===== config.mk =====
export PLATFORM = sky130hd
export DESIGN_NAME = posit_fault_responder
export DESIGN_NICKNAME = d
export VERILOG_FILES = /design/src/rtl/posit_fault_pkg.sv /design/src/rtl/posit_fault_responder_sat_counter.sv /design/src/rtl/posit_fault_responder.sv
export SDC_FILE = /design/constraint.sdc
export NUM_CORES = 1
export LEC_CHECK = 0
export BUFFER_PORTS_ARGS = -buffer_cell sky130_fd_sc_hd__buf_2
export CAP_MARGIN = 20
export CORE_UTILIZATION = 45
export DETAILED_ROUTE_END_ITERATION = 7
export HOLD_SLACK_MARGIN = 0.1
export PLACE_DENSITY = 0.76
export SLEW_MARGIN = 10
export SYNTH_ARGS = -nofsm -noshare
export SYNTH_HDL_FRONTEND = slang
export SYNTH_SLANG_ARGS = --single-unit

===== constraint.sdc =====
create_clock -name clk -period 2.2 [get_ports clk]
set_input_delay 0.55 -clock clk [delete_from_list [all_inputs] [get_ports clk]]
set_output_delay 0.55 -clock clk [all_outputs]
set_load 0.05 [all_outputs]

===== src/rtl/posit_fault_pkg.sv =====
// Shared definitions for the posit fault responder: FSM state encoding and default sizes.
package posit_fault_pkg;

  localparam logic [1:0] ST_IDLE = 2'd0;
  localparam logic [1:0] ST_WAIT = 2'd1;
  localparam logic [1:0] ST_EVAL = 2'd2;
  localparam logic [1:0] ST_HOLD = 2'd3;

  localparam int CNT_W_DEF = 16;

  typedef enum logic [1:0] {
    IDLE = ST_IDLE,
    WAIT = ST_WAIT,
    EVAL = ST_EVAL,
    HOLD = ST_HOLD
  } state_t;

endpackage


===== src/rtl/posit_fault_responder_sat_counter.sv =====
// Saturating up-counter with synchronous clear; clear wins over increment.
module sat_counter
  import posit_fault_pkg::*;
#(
  parameter int W = CNT_W_DEF
) (
  input  logic         clk,
  input  logic         rst_n,
  input  logic         inc,
  input  logic         clr,
  output logic [W-1:0] cnt
);

  always_ff @(posedge clk or negedge rst_n) begin
    if (!rst_n)                  cnt <= '0;
    else if (clr)                cnt <= '0;
    else if (inc && cnt != '1)   cnt <= cnt + W'(1);
  end

endmodule


===== src/rtl/posit_fault_responder.sv =====
// Sequences one operand pair through the posit adder fault checker and returns a
// single (optionally repaired) result, keeping saturating op/fault statistics.
module posit_fault_responder
  import posit_fault_pkg::*;
#(
  parameter int FULL_NBITS  = 32,
  parameter int TRUNC_NBITS = 16,
  parameter int ES          = 2,
  parameter int CHK_LAT     = 1,
  parameter int CNT_W       = CNT_W_DEF
) (
  input  logic                  clk,
  input  logic                  rst_n,
  input  logic                  in_valid,
  output logic                  in_ready,
  input  logic [FULL_NBITS-1:0] in_a,
  input  logic [FULL_NBITS-1:0] in_b,
  output logic [FULL_NBITS-1:0] chk_a,
  output logic [FULL_NBITS-1:0] chk_b,
  input  logic                  chk_fault,
  input  logic                  chk_mode,
  input  logic [FULL_NBITS-1:0] chk_true_sum,
  input  logic [FULL_NBITS-1:0] chk_used_sum,
  input  logic                  repair_en,
  output logic                  out_valid,
  input  logic                  out_ready,
  output logic [FULL_NBITS-1:0] out_sum,
  output logic                  out_fault,
  output logic                  out_mode,
  output logic                  chk_incons,
  output logic [CNT_W-1:0]      op_cnt,
  output logic [CNT_W-1:0]      fault_cnt,
  input  logic                  clr_cnt
);

  // Truncated width and ES only shape the checker; reject nonsense configurations.
  if (TRUNC_NBITS > FULL_NBITS || ES >= TRUNC_NBITS || CHK_LAT < 0) begin : g_bad_cfg
    $error("posit_fault_responder: inconsistent parameters");
  end

  localparam int WW = (CHK_LAT > 1) ? $clog2(CHK_LAT + 1) : 1;

  state_t        state;
  logic [WW-1:0] wcnt;
  logic          out_hs;

  assign in_ready = (state == IDLE);
  assign out_hs   = out_valid & out_ready;

  always_ff @(posedge clk or negedge rst_n) begin
    if (!rst_n) begin
      state     <= IDLE;
      wcnt      <= '0;
      chk_a     <= '0;
      chk_b     <= '0;
      out_valid <= 1'b0;
      out_sum   <= '0;
      out_fault <= 1'b0;
      out_mode  <= 1'b0;
    end else begin
      case (state)
        IDLE: if (in_valid) begin
          chk_a <= in_a;
          chk_b <= in_b;
          wcnt  <= WW'(CHK_LAT);
          state <= (CHK_LAT == 0) ? EVAL : WAIT;
        end
        WAIT: begin
          wcnt <= wcnt - WW'(1);
          if (wcnt <= WW'(1)) state <= EVAL;
        end
        EVAL: begin
          out_sum   <= (chk_fault && repair_en) ? chk_true_sum : chk_used_sum;
          out_fault <= chk_fault;
          out_mode  <= chk_mode;
          out_valid <= 1'b1;
          state     <= HOLD;
        end
        HOLD: if (out_ready) begin
          out_valid <= 1'b0;
          state     <= IDLE;
        end
        default: state <= IDLE;
      endcase
    end
  end

  // A clean fault flag paired with diverging sums means the checker itself is suspect.
  always_ff @(posedge clk or negedge rst_n) begin
    if (!rst_n)
      chk_incons <= 1'b0;
    else if (clr_cnt)
      chk_incons <= 1'b0;
    else if (state == EVAL && !chk_fault && chk_true_sum != chk_used_sum)
      chk_incons <= 1'b1;
  end

  sat_counter #(.W(CNT_W)) u_op_cnt (
    .clk   (clk),
    .rst_n (rst_n),
    .inc   (out_hs),
    .clr   (clr_cnt),
    .cnt   (op_cnt)
  );

  sat_counter #(.W(CNT_W)) u_fault_cnt (
    .clk   (clk),
    .rst_n (rst_n),
    .inc   (out_hs & out_fault),
    .clr   (clr_cnt),
    .cnt   (fault_cnt)
  );

endmodule


---- Word level (Yosys, flattened, before mapping) ----
Index checks and enable logic that the tools add are counted.
storage, ports and cells
  word-level logic and storage cells ...... 57
  input port bits ......................... 136
  bits in registers ....................... 135
cells by class
  magnitude comparators ................... 1
  $add $sub $neg .......................... 3
  equal/unequal tests ..................... 9
  reductions and logical operators ........ 16
  multiplexer cells ....................... 15
  bitwise gates (word level) .............. 2
operator list
  operator                                                         count
  16-bit 2-to-1 mux                                                4
  16-bit by 1-bit adder with 16-bit output, second input constant  2
  32-bit 2-to-1 mux                                                1
  16-bit != test, second input constant                            2
  32-bit != test                                                   1
  2-bit nonzero test                                               5
  2-bit one-hot mux with 4 select lines                            1
  2-bit 2-to-1 mux                                                 3
  2-bit != test, second input constant                             3
  2-bit AND reduction                                              3
  1-bit logical AND                                                5
  2-bit == test, second input constant                             2
  1-bit 2-to-1 mux                                                 4
  1-bit one-hot mux with 2 select lines                            2
  3-bit AND reduction                                              1
  1-bit AND                                                        2
  2-bit by 1-bit == test with 1-bit output, second input constant  1
  2-bit zero test                                                  1
  1-bit <= comparator, second input constant                       1
  1-bit zero test                                                  1
  1-bit subtractor, second input constant                          1

---- Logic depth before layout (Yosys ltp) ----
  depth after elaboration ................. 5
  depth in mapped cells ................... 6
  depth with buffers taken out ............ 6

---- Hierarchy ----
A second synthesis with hierarchy kept.
second synthesis, totals
  cell total of the unflattened synthesis .. 542
  area total of the unflattened synthesis .. 6357.3 um2
by module, submodules not included
  module                 cells an instance  sequential area each (um2)  area an instance (um2)  times used
  posit_fault_responder  346                2552.4                      4473.0                  1
  sat_counter            98                 400.4                       942.2                   2

---- Worst setup path before layout ----
Ideal clock, no wire load.
  kind .................................... reg-to-reg
  start ................................... register u_fault_cnt.cnt[0]
  end ..................................... register u_fault_cnt.cnt[4]
  buffers on the path ..................... 0
  data required time ...................... 2068 ps
  period minus slack after synthesis ...... 1988 ps
  arrival time ............................ 1856 ps
  stages on the path, launching flop included .. 7
  library setup time ...................... 132 ps
  setup slack ............................. 212 ps
  path through ............................ dfrtp_1 -> ha_1 -> nand4_1 -> nor4_4 -> nor4b_1 -> xnor2_1 -> nor2_1
between the ends
  longest elaborated chain between the ends .. 3
  elaborated cells between the ends (all ways) .. 6
  classes of those cells .................. add/sub: 1; eq/ne: 1; mux: 2; reduce/logical: 2
ends and longest elaborated chain
  element                                                                     RTL line                                 source
  start, declared                                                             posit_fault_responder_sat_counter.sv:11  output logic [W-1:0] cnt
  start signal, assigned                                                      posit_fault_responder_sat_counter.sv:17  else if (inc && cnt != '1) cnt <= cnt + W'(1);
  16-bit by 1-bit adder with 16-bit output or 16-bit != test (tied branches)  posit_fault_responder_sat_counter.sv:17
  16-bit 2-to-1 mux or 1-bit logical AND (tied branches)                      posit_fault_responder_sat_counter.sv:17
  16-bit 2-to-1 mux or 2-bit nonzero test (tied branches)                     n/a
Several ways; a longest one is shown, not always the timed one. The select of a mux whose other input is x is not followed.
A chain may end at the register's enable or synchronous reset.

---- Worst setup path after layout ----
  start ................................... register state[0]
  end ..................................... output port in_ready
between the ends
  longest elaborated chain between the ends .. 1
ends and longest elaborated chain
  element                 RTL line                     source
  start, declared         posit_fault_responder.sv:43  state_t state;
  start signal, assigned  posit_fault_responder.sv:66  state <= (CHK_LAT == 0) ? EVAL : WAIT;
  2-bit zero test         posit_fault_responder.sv:47  assign in_ready = (state == IDLE);
  end, declared           posit_fault_responder.sv:15  output logic in_ready,
No other way between the ends.

==> impl_metrics.json <==
{
  "cts_made_buffers": 17,
  "critPathLaunchType": "register",
  "path_clk_slew_ns": 0.06,
  "fin_skew_ns": 0.0112,
  "r2r-start": "u_fault_cnt.cnt[0]",
  "grt_usage_pct": 23.7,
  "worstMarginPinSlew_ns": 0.457,
  "timing.final.ws_setup_ns": 0.193,
  "dp_slack_ns": 0.409,
  "antenna_found_initial": 0,
  "final_max_slew_viol_count": 0,
  "outcome": "complete, no violations",
  "yosys_register_bits": 134,
  "reg2reg_to": "u_fault_cnt.cnt[4]",
  "synthTopCellsByArea": "dfrtp_1 54%, mux2_2 12%, mux2i_1 5.5%",
  "post-route-period-util_pct": 91.2,
  "start_util_pct": 46.4,
  "worstSetupStartpoint": "state[0]",
  "num_io_pins": 269,
  "dieWidth_um": 119,
  "grt_remaining_overflow": 0,
  "fin_nets": 938,
  "h-tree-depth": 4,
  "rsz0062_at_grt": "no",
  "p_leak_nw": 4.19,
  "hold_class": "in2reg",
  "drc_errors": 0,
  "n_antenna_cell": 0,
  "cts_buffer_depth": 2,
  "fmaxAchievable_ghz": 0.498,
  "cp-end-kind": "output pin",
  "insertion_delay_ns": 0.41,
  "wl_per_cell_um": 16.5,
  "post_cts_buffers": 0,
  "drt_iter0_drc": 407,
  "die_height_um": 119,
  "dp_hpwl_um": 12000,
  "vias": 5119,
  "placed_cell_area_um2": 7770,
  "r2r_cells": 6,
  "relSlewSlack_pct": 69.3,
  "core.rowCount": 42,
  "ys_seq_area_share_pct": 54.2,
  "grt_pass1_wl_um": 26300,
  "synth_area_leader_cell": "dfrtp_1",
  "area_growth_pct": 35.7,
  "crit_type": "reg2out",
  "ir_worst_vdd_uv": 1350,
  "power.total_mw": 13.3,
  "coreArea_um2": 13300,
  "netlist_instances": 522,
  "place.gp.congestion": 0.902,
  "synth_top_area_share_pct": 54.2,
  "cp.required_ns": 1.65,
  "cts_num_sinks": 134,
  "yosysWarnings": 0,
  "cp.arrival_ns": 1.46,
  "finalWirelength_um": 16200,
  "tns_ns": 0,
  "grt_max_degree": 67,
  "p_per_area_nw_per_um2": 1590,
  "syn_area_um2": 6190,
  "final_util_pct": 62.9,
  "setup-violations-final": 0,
  "crit_end": "in_ready",
  "dieArea_um2": 14200,
  "first_pass_iters": 5,
  "drive_gt1_share_pct": 47.2,
  "avgViaCountPerCell": 5.20,
  "regToRegSetupSlack_ns": 0.36,
  "syn_area_per_cell_um2": 11.9,
  "cts_root_buf": "clkbuf_16",
  "synth_nets": 664,
  "drtAntennaViolNets": 0,
  "yosys.cell_types.count": 37,
  "max_cap_viol_count": 0,
  "final_area_um2": 8400,
  "first_global_vias": 5318,
  "io_buffer_count": 268,
  "hold_viol": 0,
  "crit_path_max_fanout": 4,
  "post-route-min-period_ns": 2.01,
  "cts_tree": "built"
}
## worst min path at each step
stage | cells after the start | start | slack (ns) | endpoint
2_1_floorplan | 0 | rst_n | 0.25 | chk_a[0]
3_3_place_gp | 1 | rst_n | 0.35 | out_sum[7]
3_5_place_dp | 1 | rst_n | 0.35 | out_sum[28]
4_1_cts | 2 | in_a[8] | 0.35 | chk_a[8]
5_1_grt | 2 | in_b[29] | 0.35 | chk_b[29]
6_report | 2 | in_b[29] | 0.37 | chk_b[29]
## registers in the layout, summed over array words and instances (netlist names)
register	flops
out_fault	1
chk_b	32
u_fault_cnt.cnt	16
out_sum	32
chk_a	32
chk_incons	1
out_valid	1
state	2
out_mode	1
u_op_cnt.cnt	16
## worst max-delay path: stages (launching register included)
cell     delay [ns]
dfrtp_1        0.37
inv_1          0.12
ha_1           0.27
buf_2          0.30
## logic make-up (layout without fill, tap and decap cells)
logic type               after synthesis  count (layout)  share of synthesized area, %
AO/OA/AOI/OAI                         54              54                          4.97
XOR/XNOR                              54              54                          7.64
adder cells (fa/ha/maj)                6               6                          1.21
buffers and inverters                 29             316                          1.94
flip-flops                           134             134                          54.2
multiplexers                         101             101                          17.7
AND/OR/NAND/NOR                      144             144                          12.3
## timing repair
action / 4_1_cts / 5_1_grt
endpoints found under the setup margin: 0 / 0
resized for setup: 0 / 0
hold buffers: 1 / 0
endpoints found under the hold margin: 5 / 0
## routing by layer
layer / global-route usage (%) / vias up / wire, um / part of all wire (%)
li1: - / 2389 / - / -
met1: 27.5 / 2485 / 6190 / 38
met2: 40.4 / 212 / 8480 / 52
met3: 6.99 / 33 / 1130 / 6.9
met4: 10.2 / 0 / 416 / 2.6
met5: 0 / - / 0 / 0
## synthesized netlist by cell type
cell and number:
dfrtp_1 134, mux2_2 67, nor2_1 61, a21oi_1 38
xor2_1 35, mux2i_1 34, xnor2_1 19, nor3_1 16
nand2_1 13, nand3_1 11, clkbuf_1 10, nor4_1 10
buf_2 9, nand4_1 9, inv_1 8, o21ai_0 7
ha_1 6, and4_1 5, and3_1 4, o211ai_1 3
buf_1 2, nor3b_1 2, nor4_4 2, o21a_1 2
o22ai_1 2, or3_1 2, a31oi_1 1, and2_2 1
and4_2 1, nand4_2 1, nand4_4 1, nor2b_1 1
nor4_2 1, nor4b_1 1, o311ai_4 1, or2_1 1
or3_2 1
## cell type report
type | instances | area, um^2
clock inverter | 7 | 118
timing repair buffer | 276 | 1460
fill | 1091 | 4950
inverter | 8 | 30.0
sequential | 134 | 3350
tap | 176 | 220
multi-input combinational | 359 | 2720
clock buffer | 25 | 495
## through the flow
stage / std cells / hold WS, ns
after floorplan: 522 / 0.254
after global placement: 952 / 0.353
after detailed placement: 952 / 0.353
after CTS: 985 / 0.353
after global routing: 985 / 0.349
final: 985 / 0.370
## report_power, final
group	internal (mW)	switching, mW
sequential	3.43	0.519
clock	1.90	1.01
combinational	1.70	4.78
## placed cells by master, fill, tap and decap left out, types with 2 or more instances in the layout
cell and instances:
buf_2 267, dfrtp_1 134, mux2_2 67, nor2_1 61
a21oi_1 38, xor2_1 35, mux2i_1 34, xnor2_1 19
clkbuf_16 17, nor3_1 16, nand2_1 11, nand3_1 11
nor4_1 10, nand4_1 9, inv_1 8, o21ai_0 7
and4_1 5, ha_1 5, and3_1 4, clkbuf_1 4
clkbuf_8 4, buf_12 4, o211ai_1 3, clkinvlp_4 3
bufinv_16 3, buf_4 3, nand2_2 2, o22ai_1 2
o21a_1 2, nor4_4 2, or3_1 2, nor3b_1 2
Power figures use the tool's default switching activity.
